<file path="config.mk">
export PLATFORM = sky130hd
export DESIGN_NAME = main_control_unit_flat
export DESIGN_NICKNAME = d
export VERILOG_FILES = /design/src/rtl/main_control_if.sv /design/src/rtl/main_control_unit.sv /design/src/flat_wrapper.sv
export SDC_FILE = /design/constraint.sdc
export NUM_CORES = 1
export LEC_CHECK = 0
export CAP_MARGIN = 15
export CORE_MARGIN = 4
export CORE_UTILIZATION = 40
export CTS_BUF_LIST = sky130_fd_sc_hd__clkbuf_16
export DETAILED_ROUTE_END_ITERATION = 12
export GPL_TIMING_DRIVEN = 0
export PLACE_DENSITY = 0.92
export SYNTH_ARGS = -nofsm -noshare
export SYNTH_HDL_FRONTEND = slang
export SYNTH_SLANG_ARGS = --single-unit
</file>
<file path="constraint.sdc">
create_clock -name clk -period 2.3 [get_ports clk]
set_clock_uncertainty 0.15 [all_clocks]
set_input_delay 0.23 -clock clk [delete_from_list [all_inputs] [get_ports clk]]
set_output_delay 0.23 -clock clk [all_outputs]
set_load 0.02 [all_outputs]
</file>
<file path="src/rtl/main_control_if.sv">
// Instruction-field inputs and registered control outputs of the main decoder.
interface main_control_if;
  logic [5:0] OP;
  logic [5:0] funct;
  logic       jump;
  logic       extop;
  logic       branch;
  logic       memWrite;
  logic       memToReg;
  logic       ALUsrc;
  logic       regWrite;
  logic       regDst;
  logic [2:0] ALUop;
  logic [2:0] ALUctr;
  logic       illegal;

  modport master (
    output OP, funct,
    input  jump, extop, branch, memWrite, memToReg, ALUsrc, regWrite, regDst,
    input  ALUop, ALUctr, illegal
  );

  modport slave (
    input  OP, funct,
    output jump, extop, branch, memWrite, memToReg, ALUsrc, regWrite, regDst,
    output ALUop, ALUctr, illegal
  );
endinterface

</file>
<file path="src/rtl/main_control_unit.sv">
// Single-cycle MIPS-subset main decoder with ALU control; all outputs registered
// one cycle after OP/funct, cleared by a synchronous active-high reset.
module main_control_unit (
  input  logic           clk,
  input  logic           rst,
  main_control_if.slave  bus
);

  localparam int unsigned OpW  = 6;
  localparam int unsigned AluW = 3;

  localparam logic [OpW-1:0] OpRtype = OpW'(6'b000000);
  localparam logic [OpW-1:0] OpOri   = OpW'(6'b001101);
  localparam logic [OpW-1:0] OpLw    = OpW'(6'b100011);
  localparam logic [OpW-1:0] OpSw    = OpW'(6'b101011);
  localparam logic [OpW-1:0] OpBeq   = OpW'(6'b000100);
  localparam logic [OpW-1:0] OpJ     = OpW'(6'b000010);

  localparam logic [AluW-1:0] CtrAdd = AluW'(3'b000);
  localparam logic [AluW-1:0] CtrSub = AluW'(3'b001);
  localparam logic [AluW-1:0] CtrAnd = AluW'(3'b010);
  localparam logic [AluW-1:0] CtrOr  = AluW'(3'b011);
  localparam logic [AluW-1:0] CtrSlt = AluW'(3'b100);

  typedef struct packed {
    logic            reg_dst;
    logic            alu_src;
    logic            mem_to_reg;
    logic            reg_write;
    logic            mem_write;
    logic            branch;
    logic            jump;
    logic            extop;
    logic [AluW-1:0] alu_op;
    logic [AluW-1:0] alu_ctr;
    logic            illegal;
  } ctrl_t;

  ctrl_t ctrl_d;
  ctrl_t ctrl_q;

  // Opcode decode, then ALU control derived from the freshly decoded ALUop.
  always_comb begin
    ctrl_d = '0;
    unique case (bus.OP)
      OpRtype: begin
        ctrl_d.reg_dst   = 1'b1;
        ctrl_d.reg_write = 1'b1;
        ctrl_d.alu_op    = AluW'(3'b100);
      end
      OpOri: begin
        ctrl_d.alu_src   = 1'b1;
        ctrl_d.reg_write = 1'b1;
        ctrl_d.alu_op    = AluW'(3'b010);
      end
      OpLw: begin
        ctrl_d.alu_src    = 1'b1;
        ctrl_d.mem_to_reg = 1'b1;
        ctrl_d.reg_write  = 1'b1;
        ctrl_d.extop      = 1'b1;
      end
      OpSw: begin
        ctrl_d.alu_src   = 1'b1;
        ctrl_d.mem_write = 1'b1;
        ctrl_d.extop     = 1'b1;
      end
      OpBeq: begin
        ctrl_d.branch = 1'b1;
        ctrl_d.extop  = 1'b1;
        ctrl_d.alu_op = AluW'(3'b001);
      end
      OpJ: begin
        ctrl_d.jump = 1'b1;
      end
      default: begin
        ctrl_d.illegal = 1'b1;
      end
    endcase

    unique case (ctrl_d.alu_op)
      AluW'(3'b000): ctrl_d.alu_ctr = CtrAdd;
      AluW'(3'b001): ctrl_d.alu_ctr = CtrSub;
      AluW'(3'b010): ctrl_d.alu_ctr = CtrOr;
      AluW'(3'b011): ctrl_d.alu_ctr = CtrSlt;
      AluW'(3'b100): begin
        unique case (bus.funct[3:0])
          4'b0000: ctrl_d.alu_ctr = CtrAdd;
          4'b0010: ctrl_d.alu_ctr = CtrSub;
          4'b0100: ctrl_d.alu_ctr = CtrAnd;
          4'b0101: ctrl_d.alu_ctr = CtrOr;
          4'b1010: ctrl_d.alu_ctr = CtrSlt;
          default: begin
            // Unsupported R-type function must not write the register file.
            ctrl_d.alu_ctr   = CtrAdd;
            ctrl_d.illegal   = 1'b1;
            ctrl_d.reg_write = 1'b0;
          end
        endcase
      end
      default: ctrl_d.alu_ctr = CtrAdd;
    endcase
  end

  always_ff @(posedge clk) begin
    if (rst) begin
      ctrl_q <= '0;
    end else begin
      ctrl_q <= ctrl_d;
    end
  end

  assign bus.regDst   = ctrl_q.reg_dst;
  assign bus.ALUsrc   = ctrl_q.alu_src;
  assign bus.memToReg = ctrl_q.mem_to_reg;
  assign bus.regWrite = ctrl_q.reg_write;
  assign bus.memWrite = ctrl_q.mem_write;
  assign bus.branch   = ctrl_q.branch;
  assign bus.jump     = ctrl_q.jump;
  assign bus.extop    = ctrl_q.extop;
  assign bus.ALUop    = ctrl_q.alu_op;
  assign bus.ALUctr   = ctrl_q.alu_ctr;
  assign bus.illegal  = ctrl_q.illegal;

endmodule

</file>
<file path="src/flat_wrapper.sv">
// flat-port wrapper written by rule: the top's interface ports become plain ports
module main_control_unit_flat 
  (clk, rst, bus_OP, bus_funct, bus_jump, bus_extop, bus_branch, bus_memWrite, bus_memToReg, bus_ALUsrc, bus_regWrite, bus_regDst, bus_ALUop, bus_ALUctr, bus_illegal);
  main_control_if bus_i ();
  input  logic clk;
  input  logic rst;
  input wire logic [$bits(bus_i.OP)-1:0] bus_OP;
  input wire logic [$bits(bus_i.funct)-1:0] bus_funct;
  output wire logic [$bits(bus_i.jump)-1:0] bus_jump;
  output wire logic [$bits(bus_i.extop)-1:0] bus_extop;
  output wire logic [$bits(bus_i.branch)-1:0] bus_branch;
  output wire logic [$bits(bus_i.memWrite)-1:0] bus_memWrite;
  output wire logic [$bits(bus_i.memToReg)-1:0] bus_memToReg;
  output wire logic [$bits(bus_i.ALUsrc)-1:0] bus_ALUsrc;
  output wire logic [$bits(bus_i.regWrite)-1:0] bus_regWrite;
  output wire logic [$bits(bus_i.regDst)-1:0] bus_regDst;
  output wire logic [$bits(bus_i.ALUop)-1:0] bus_ALUop;
  output wire logic [$bits(bus_i.ALUctr)-1:0] bus_ALUctr;
  output wire logic [$bits(bus_i.illegal)-1:0] bus_illegal;
  assign bus_i.OP = bus_OP;
  assign bus_i.funct = bus_funct;
  assign bus_jump = bus_i.jump;
  assign bus_extop = bus_i.extop;
  assign bus_branch = bus_i.branch;
  assign bus_memWrite = bus_i.memWrite;
  assign bus_memToReg = bus_i.memToReg;
  assign bus_ALUsrc = bus_i.ALUsrc;
  assign bus_regWrite = bus_i.regWrite;
  assign bus_regDst = bus_i.regDst;
  assign bus_ALUop = bus_i.ALUop;
  assign bus_ALUctr = bus_i.ALUctr;
  assign bus_illegal = bus_i.illegal;
  main_control_unit u_core (.clk(clk), .rst(rst), .bus(bus_i));
endmodule
</file>
==> impl_results.md, run 1 <==
* Via count at between 500 and 600
* Most common cell after layout, fill and taps aside: clkdlybuf4s50_1
* Core Footprint at around 1300 um2
* Htree depth at 1
* Post-synth cell types at 31
* Clock sinks at 14
* Critical path's largest stage delay at approximately 0.58 ns
* Syn Area/Cell at a little under 10 um2
* Maximum clock frequency at 509.5 MHz
* Drt drc at 0
* Std-Cell Rows at 13
* Crit path DAT at between 1.5 and 2 ns
* Peak VDD IR at 0.4002 mV
* Buf/Inv on CP at 1
* CP max stage cell: clkdlybuf4s50_1
* WL per Instance at approximately 15 um
* Critical Path Sink Type: flop
* Gr usage total at around 16%
* Die area at between 2000 and 2500 um2
* Cells after DPL at 100
* Area Growth Syn to Fin at 63.13%
* Maximum capacitance violations at 0
* Via density at approximately 5.6
* Root Driver: clkbuf_16
* Ys async rst share at 0%
* Pin count of the biggest net entering global routing at 11
* I/O pins at 29
* Cell area after synthesis at 566.8 um2
* Final non-filler cell total at about 100
* DR pass1 iterations at 4
* CTS tree: built
* Reg clk slew, reported paths at approximately 0.05 ns
* Setup TNS at 0 ns
* Global route total overflow at 0
* # fillers at 97
* First-pass GRT wire length at approximately 2.3 mm
* Starting Density at between 40% and 50%
* Post-synth EDFFs at 0
* Final worst path period need at slightly below 2 ns
* Fin. Hold Viols at 0
* Vias in the first global route at between 500 and 600
* Hold crit path type: input pin to flop
* GPL Wtd Cong at between 0.8 and 0.9
* Commonest cells after routing, fill and taps aside: clkdlybuf4s50_1, dfxtp_1, inv_1
* Final Setup Violations at 0
* WS Path Type: input pin to flop
* Initial antenna violation count at 0
* Critical Path RT at between 2 and 2.5 ns
* Period utilization at a little under nine tenths
* Unrepaired setup endpoints after global routing: false
* Routed wire length at 1.583 mm
* Die H at between 40 and 50 um
* Crit path max-delay family: simple AND/OR/NAND/NOR gates
* HPWL Detailed at 1.103 mm
* Critical path fanouts, max at 7
* #FFs+latches synth at 14
* Post-synthesis sequential area ratio at between 40% and 50%
* Worst Tran Pin Value at about 0.6 ns
* Port Buf Inserts at 26
* Top_reg_cell synth: dfxtp_1
* Status: finished clean
* Final Max Tran Viols at 0
* Design Power at 636.1 uW
* Longest Clk Path Bufs at 2
* Leak pwr at 0.0003600 uW
* Die Width at roughly 46 um
* Share of layout cells above drive strength 1 at approximately 6.7%
* Hold_buf cts at 0
* Post-DRT Antenna Nets at 0
* Cts bufs inserted at 3
* Post-CTS setup buffers at 0
* # diodes at 0
* Syn Nets at 73
* YS warnings at 0
* Number of nets in the layout at 104
* Startpoint types: input pin
* Resized cells post-CTS at 0
* CP Cell Sequence: clkdlybuf4s50_1, nor4b_1, nand3_1, a311oi_1
* Rel. slew slack at 60.25%
* Mapped Cells at 59
* Power per cell area at 688.0 nW/um2
* DRT iter0 DRCs at 12
final timing paths:
kind | from | end | slack [ns] | cells past startpoint
hold / removal | rst | u_core.bus.memToReg | 0.55 | 3
setup / recovery | bus_OP[2] | u_core.bus.regWrite | 0.34 | 4
kinds of logic after synthesis:
| logic type | after synthesis | synth area share, % |
|---|---|---|
| XOR/XNOR | 1 | 1.546 |
| flip-flops | 14 | 49.45 |
| AND/OR/NAND/NOR | 26 | 29.80 |
| AO/OA/AOI/OAI | 10 | 12.14 |
| multiplexers | 1 | 1.766 |
| buffers and inverters | 7 | 5.298 |
per-layer routing:
layer	share of wire, %	vias up	global-route usage [%]
li1	-	275	-
met3	8.3	0	2.372
met5	0	-	0
met4	0	0	5.848
met1	39	273	16.83
met2	52	32	30.92
state kept, by name, summed over array words and instances (netlist names):
register             count
u_core.bus.ALUctr        3
u_core.bus.ALUop         3
u_core.bus.ALUsrc        1
u_core.bus.branch        1
u_core.bus.extop         1
u_core.bus.illegal       1
u_core.bus.jump          1
u_core.bus.memToReg      1
u_core.bus.memWrite      1
u_core.bus.regWrite      1
where the power goes:
part | total, uW | switching [uW] | internal [uW]
clock network | 321 | 92.0 | 229
logic | 66.9 | 32.5 | 34.3
registers | 248 | 1.13 | 247
Yosys cell counts (all sizes together) (2+ instances only):
master / n / area share, %
nor4b: 2 / 3.1
nand4b: 2 / 3.1
a21oi: 2 / 1.8
nand2b: 2 / 2.2
nand2: 2 / 1.3
nor3: 2 / 1.8
inv: 5 / 3.3
dfxtp: 14 / 49
nor2: 4 / 2.6
or2: 2 / 2.2
or4: 2 / 3.3
and3: 2 / 2.2
o21ai: 2 / 1.8
per-stage QoR:
stage / hold slack (ns) / cell area, um2 / utilization (%) / setup slack (ns)
after floorplan: 0.1561 / 566.8 / - / 0.8584
after global placement: 0.7901 / 845.8 / 64.20 / 0.2177
after detailed placement: 0.7911 / 845.8 / 64.20 / 0.1813
after CTS: 0.5509 / 924.6 / 70.18 / 0.3828
after global routing: 0.5876 / 924.6 / 70.18 / 0.2140
final: 0.5501 / 924.6 / 70.18 / 0.3374
layout make-up:
type	count	area, um2	area share, %
Timing Repair Buffer	26	260.3	28.15
Inverter	5	18.77	2.030
Clock inverter	1	3.754	0.4060
Sequential cell	14	280.3	30.31
Tap cell	15	18.77	2.030
Multi-Input combinational cell	38	256.5	27.74
Buffer	2	11.26	1.218
Clock buffer	3	75.07	8.119
Note: power is estimated with default switching activity, not from simulation.
==> inputs of run 2 (changes only) <==
--- a/config.mk
+++ b/config.mk
@@ -7,11 +7,11 @@
 export LEC_CHECK = 0
 export CAP_MARGIN = 15
 export CORE_MARGIN = 4
-export CORE_UTILIZATION = 40
+export CORE_UTILIZATION = 29
 export CTS_BUF_LIST = sky130_fd_sc_hd__clkbuf_16
 export DETAILED_ROUTE_END_ITERATION = 12
 export GPL_TIMING_DRIVEN = 0
-export PLACE_DENSITY = 0.92
+export PLACE_DENSITY = 0.73
 export SYNTH_ARGS = -nofsm -noshare
 export SYNTH_HDL_FRONTEND = slang
 export SYNTH_SLANG_ARGS = --single-unit
==> impl_results.md, run 2 (same netlist as run 1, synthesis figures left out) <==
* Number of nets in the layout at 104 (unchanged)
* Share of layout cells above drive strength 1 at 6.818% (+0.077 points)
* Design Power at 629.8 uW (-0.99%)
* Area Growth Syn to Fin at 64.68%
* # diodes at 0 (unchanged)
* Maximum clock frequency at 543.1 MHz (+6.6%)
* Fin. Hold Viols at 0 (unchanged)
* DR pass1 iterations at 4 (unchanged)
* Critical Path Sink Type: flop
* I/O pins at 29 (unchanged)
* Maximum capacitance violations at 0 (unchanged)
* Core Footprint at 1783 um2 (+35%)
* Commonest cells after routing, fill and taps aside: clkdlybuf4s50_1, dfxtp_1, inv_1
* Hold crit path type: input pin to flop
* Status: finished clean
* Port Buf Inserts at 26 (unchanged)
* Post-CTS setup buffers at 0 (unchanged)
* Startpoint types: input pin
* Final worst path period need at 1.841 ns (-0.1213 ns)
* Crit path DAT at 1.84 ns (-0.12 ns)
* Via density at 4.823 (-14%)
* Clock sinks at 14 (unchanged)
* WS Path Type: input pin to flop
* Cts bufs inserted at 3 (unchanged)
* Hold_buf cts at 0 (unchanged)
* Post-route cell area at 933.4 um2 (+0.95%)
* Power per cell area at 674.8 nW/um2 (-1.9%)
* Die Width at 52.21 um (+14%)
* Root Driver: clkbuf_16
* Die area at 2726 um2 (+31%)
* Gr usage total at 12.09% (-3.9 points)
* Rel. slew slack at 65.35% (+5.1 points)
* Pin count of the biggest net entering global routing at 11 (unchanged)
* Setup TNS at 0 ns (unchanged)
* Period utilization at 80.06% (-5.3 points)
* Std-Cell Rows at 15 (+2)
* Worst Tran Pin Value at 0.5125 ns (-0.07547 ns)
* WL per Instance at 12.24 um (-20%)
* Initial antenna violation count at 0 (unchanged)
* Longest Clk Path Bufs at 2 (unchanged)
* Peak VDD IR at 0.3058 mV (-24%)
* Htree depth at 1 (unchanged)
* Post-DRT Antenna Nets at 0 (unchanged)
* Unrepaired setup endpoints after global routing: false
* Reg clk slew, reported paths at 0.04 ns (about the same)
* First-pass GRT wire length at 2.339 mm (-0.30%)
* Cell area after placement at 858.3 um2 (+1.5%)
* Leak pwr at 0.0003585 uW (-0.44%)
* Final Setup Violations at 0 (unchanged)
* Critical path fanouts, max at 7 (unchanged)
* Vias in the first global route at 546 (+6.0%)
* Via count at 545 (-6.0%)
* Routed wire length at 1.383 mm (-13%)
* DRT iter0 DRCs at 11 (-1)
* HPWL Detailed at 1.003 mm (-9.0%)
* Cells on Worst Hold Path at 3 (unchanged)
* CTS tree: built
* Global route total overflow at 0 (unchanged)
* Most common cell after layout, fill and taps aside: clkdlybuf4s50_1
* GPL Wtd Cong at 0.7651 (-6.0%)
* Drt drc at 0 (unchanged)
* Die H at 52.21 um (+14%)
* Final Max Tran Viols at 0 (unchanged)
* Resized cells post-CTS at 0 (unchanged)
* Critical Path RT at 2.30 ns (about the same)
* Starting Density at 31.79% (-11 points)
-- run 2: cell count changes in the layout (fill, tap and decap cells not counted) --
| cell | before | now |
|---|---|---|
| clkinv_1 | 1 | 0 |
-- run 2: worst paths after layout --
| path | from | end | slack [ns] |
|---|---|---|---|
| worst min-delay path | bus_funct[2] | u_core.bus.ALUctr[1] | 0.57 |
| worst max-delay path | bus_OP[3] | u_core.bus.regWrite | 0.46 |
-- run 2: power breakdown --
part           internal [uW]  switching [uW]
clock                    226            89.8
sequential               247           0.823
combinational           34.4            31.2
-- run 2: per-stage QoR --
stage,hold slack [ns],setup slack (ns),utilization [%],cells
2_1_floorplan,0.1561,0.8584,-,59
3_3_place_gp,0.7972,0.2318,48.14,110
3_5_place_dp,0.7995,0.2285,48.14,110
4_1_cts,0.5534,0.4712,52.35,113
5_1_grt,0.5794,0.3109,52.35,113
6_report,0.5656,0.4586,52.35,113
-- run 2: layout make-up --
| type | instances | area, um2 |
|---|---|---|
| fillers | 156 | 849.6 |
| flip-flops and latches | 14 | 280.3 |
| repair buffers | 26 | 260.3 |
| multi-input cells | 38 | 256.5 |
| clock buffers | 3 | 75.07 |
| well taps | 25 | 31.28 |
| inverters | 5 | 18.77 |
| plain buffers | 2 | 11.26 |
-- run 2: layer usage --
metal,wire length (um),vias up,share of wire [%],GRT usage (%)
met5,0,-,0,0
met4,54,0,3.9,11.49
met3,117,5,8.5,3.134
met2,659,25,48,19.67
met1,552,240,40,12.39
li1,-,275,-,-
-- run 2: critical path, cell delays in order --
cell and delay [ns]:
clkdlybuf4s50_1 0.54, or4_4 0.58, or2_1 0.27, a311oi_1 0.21
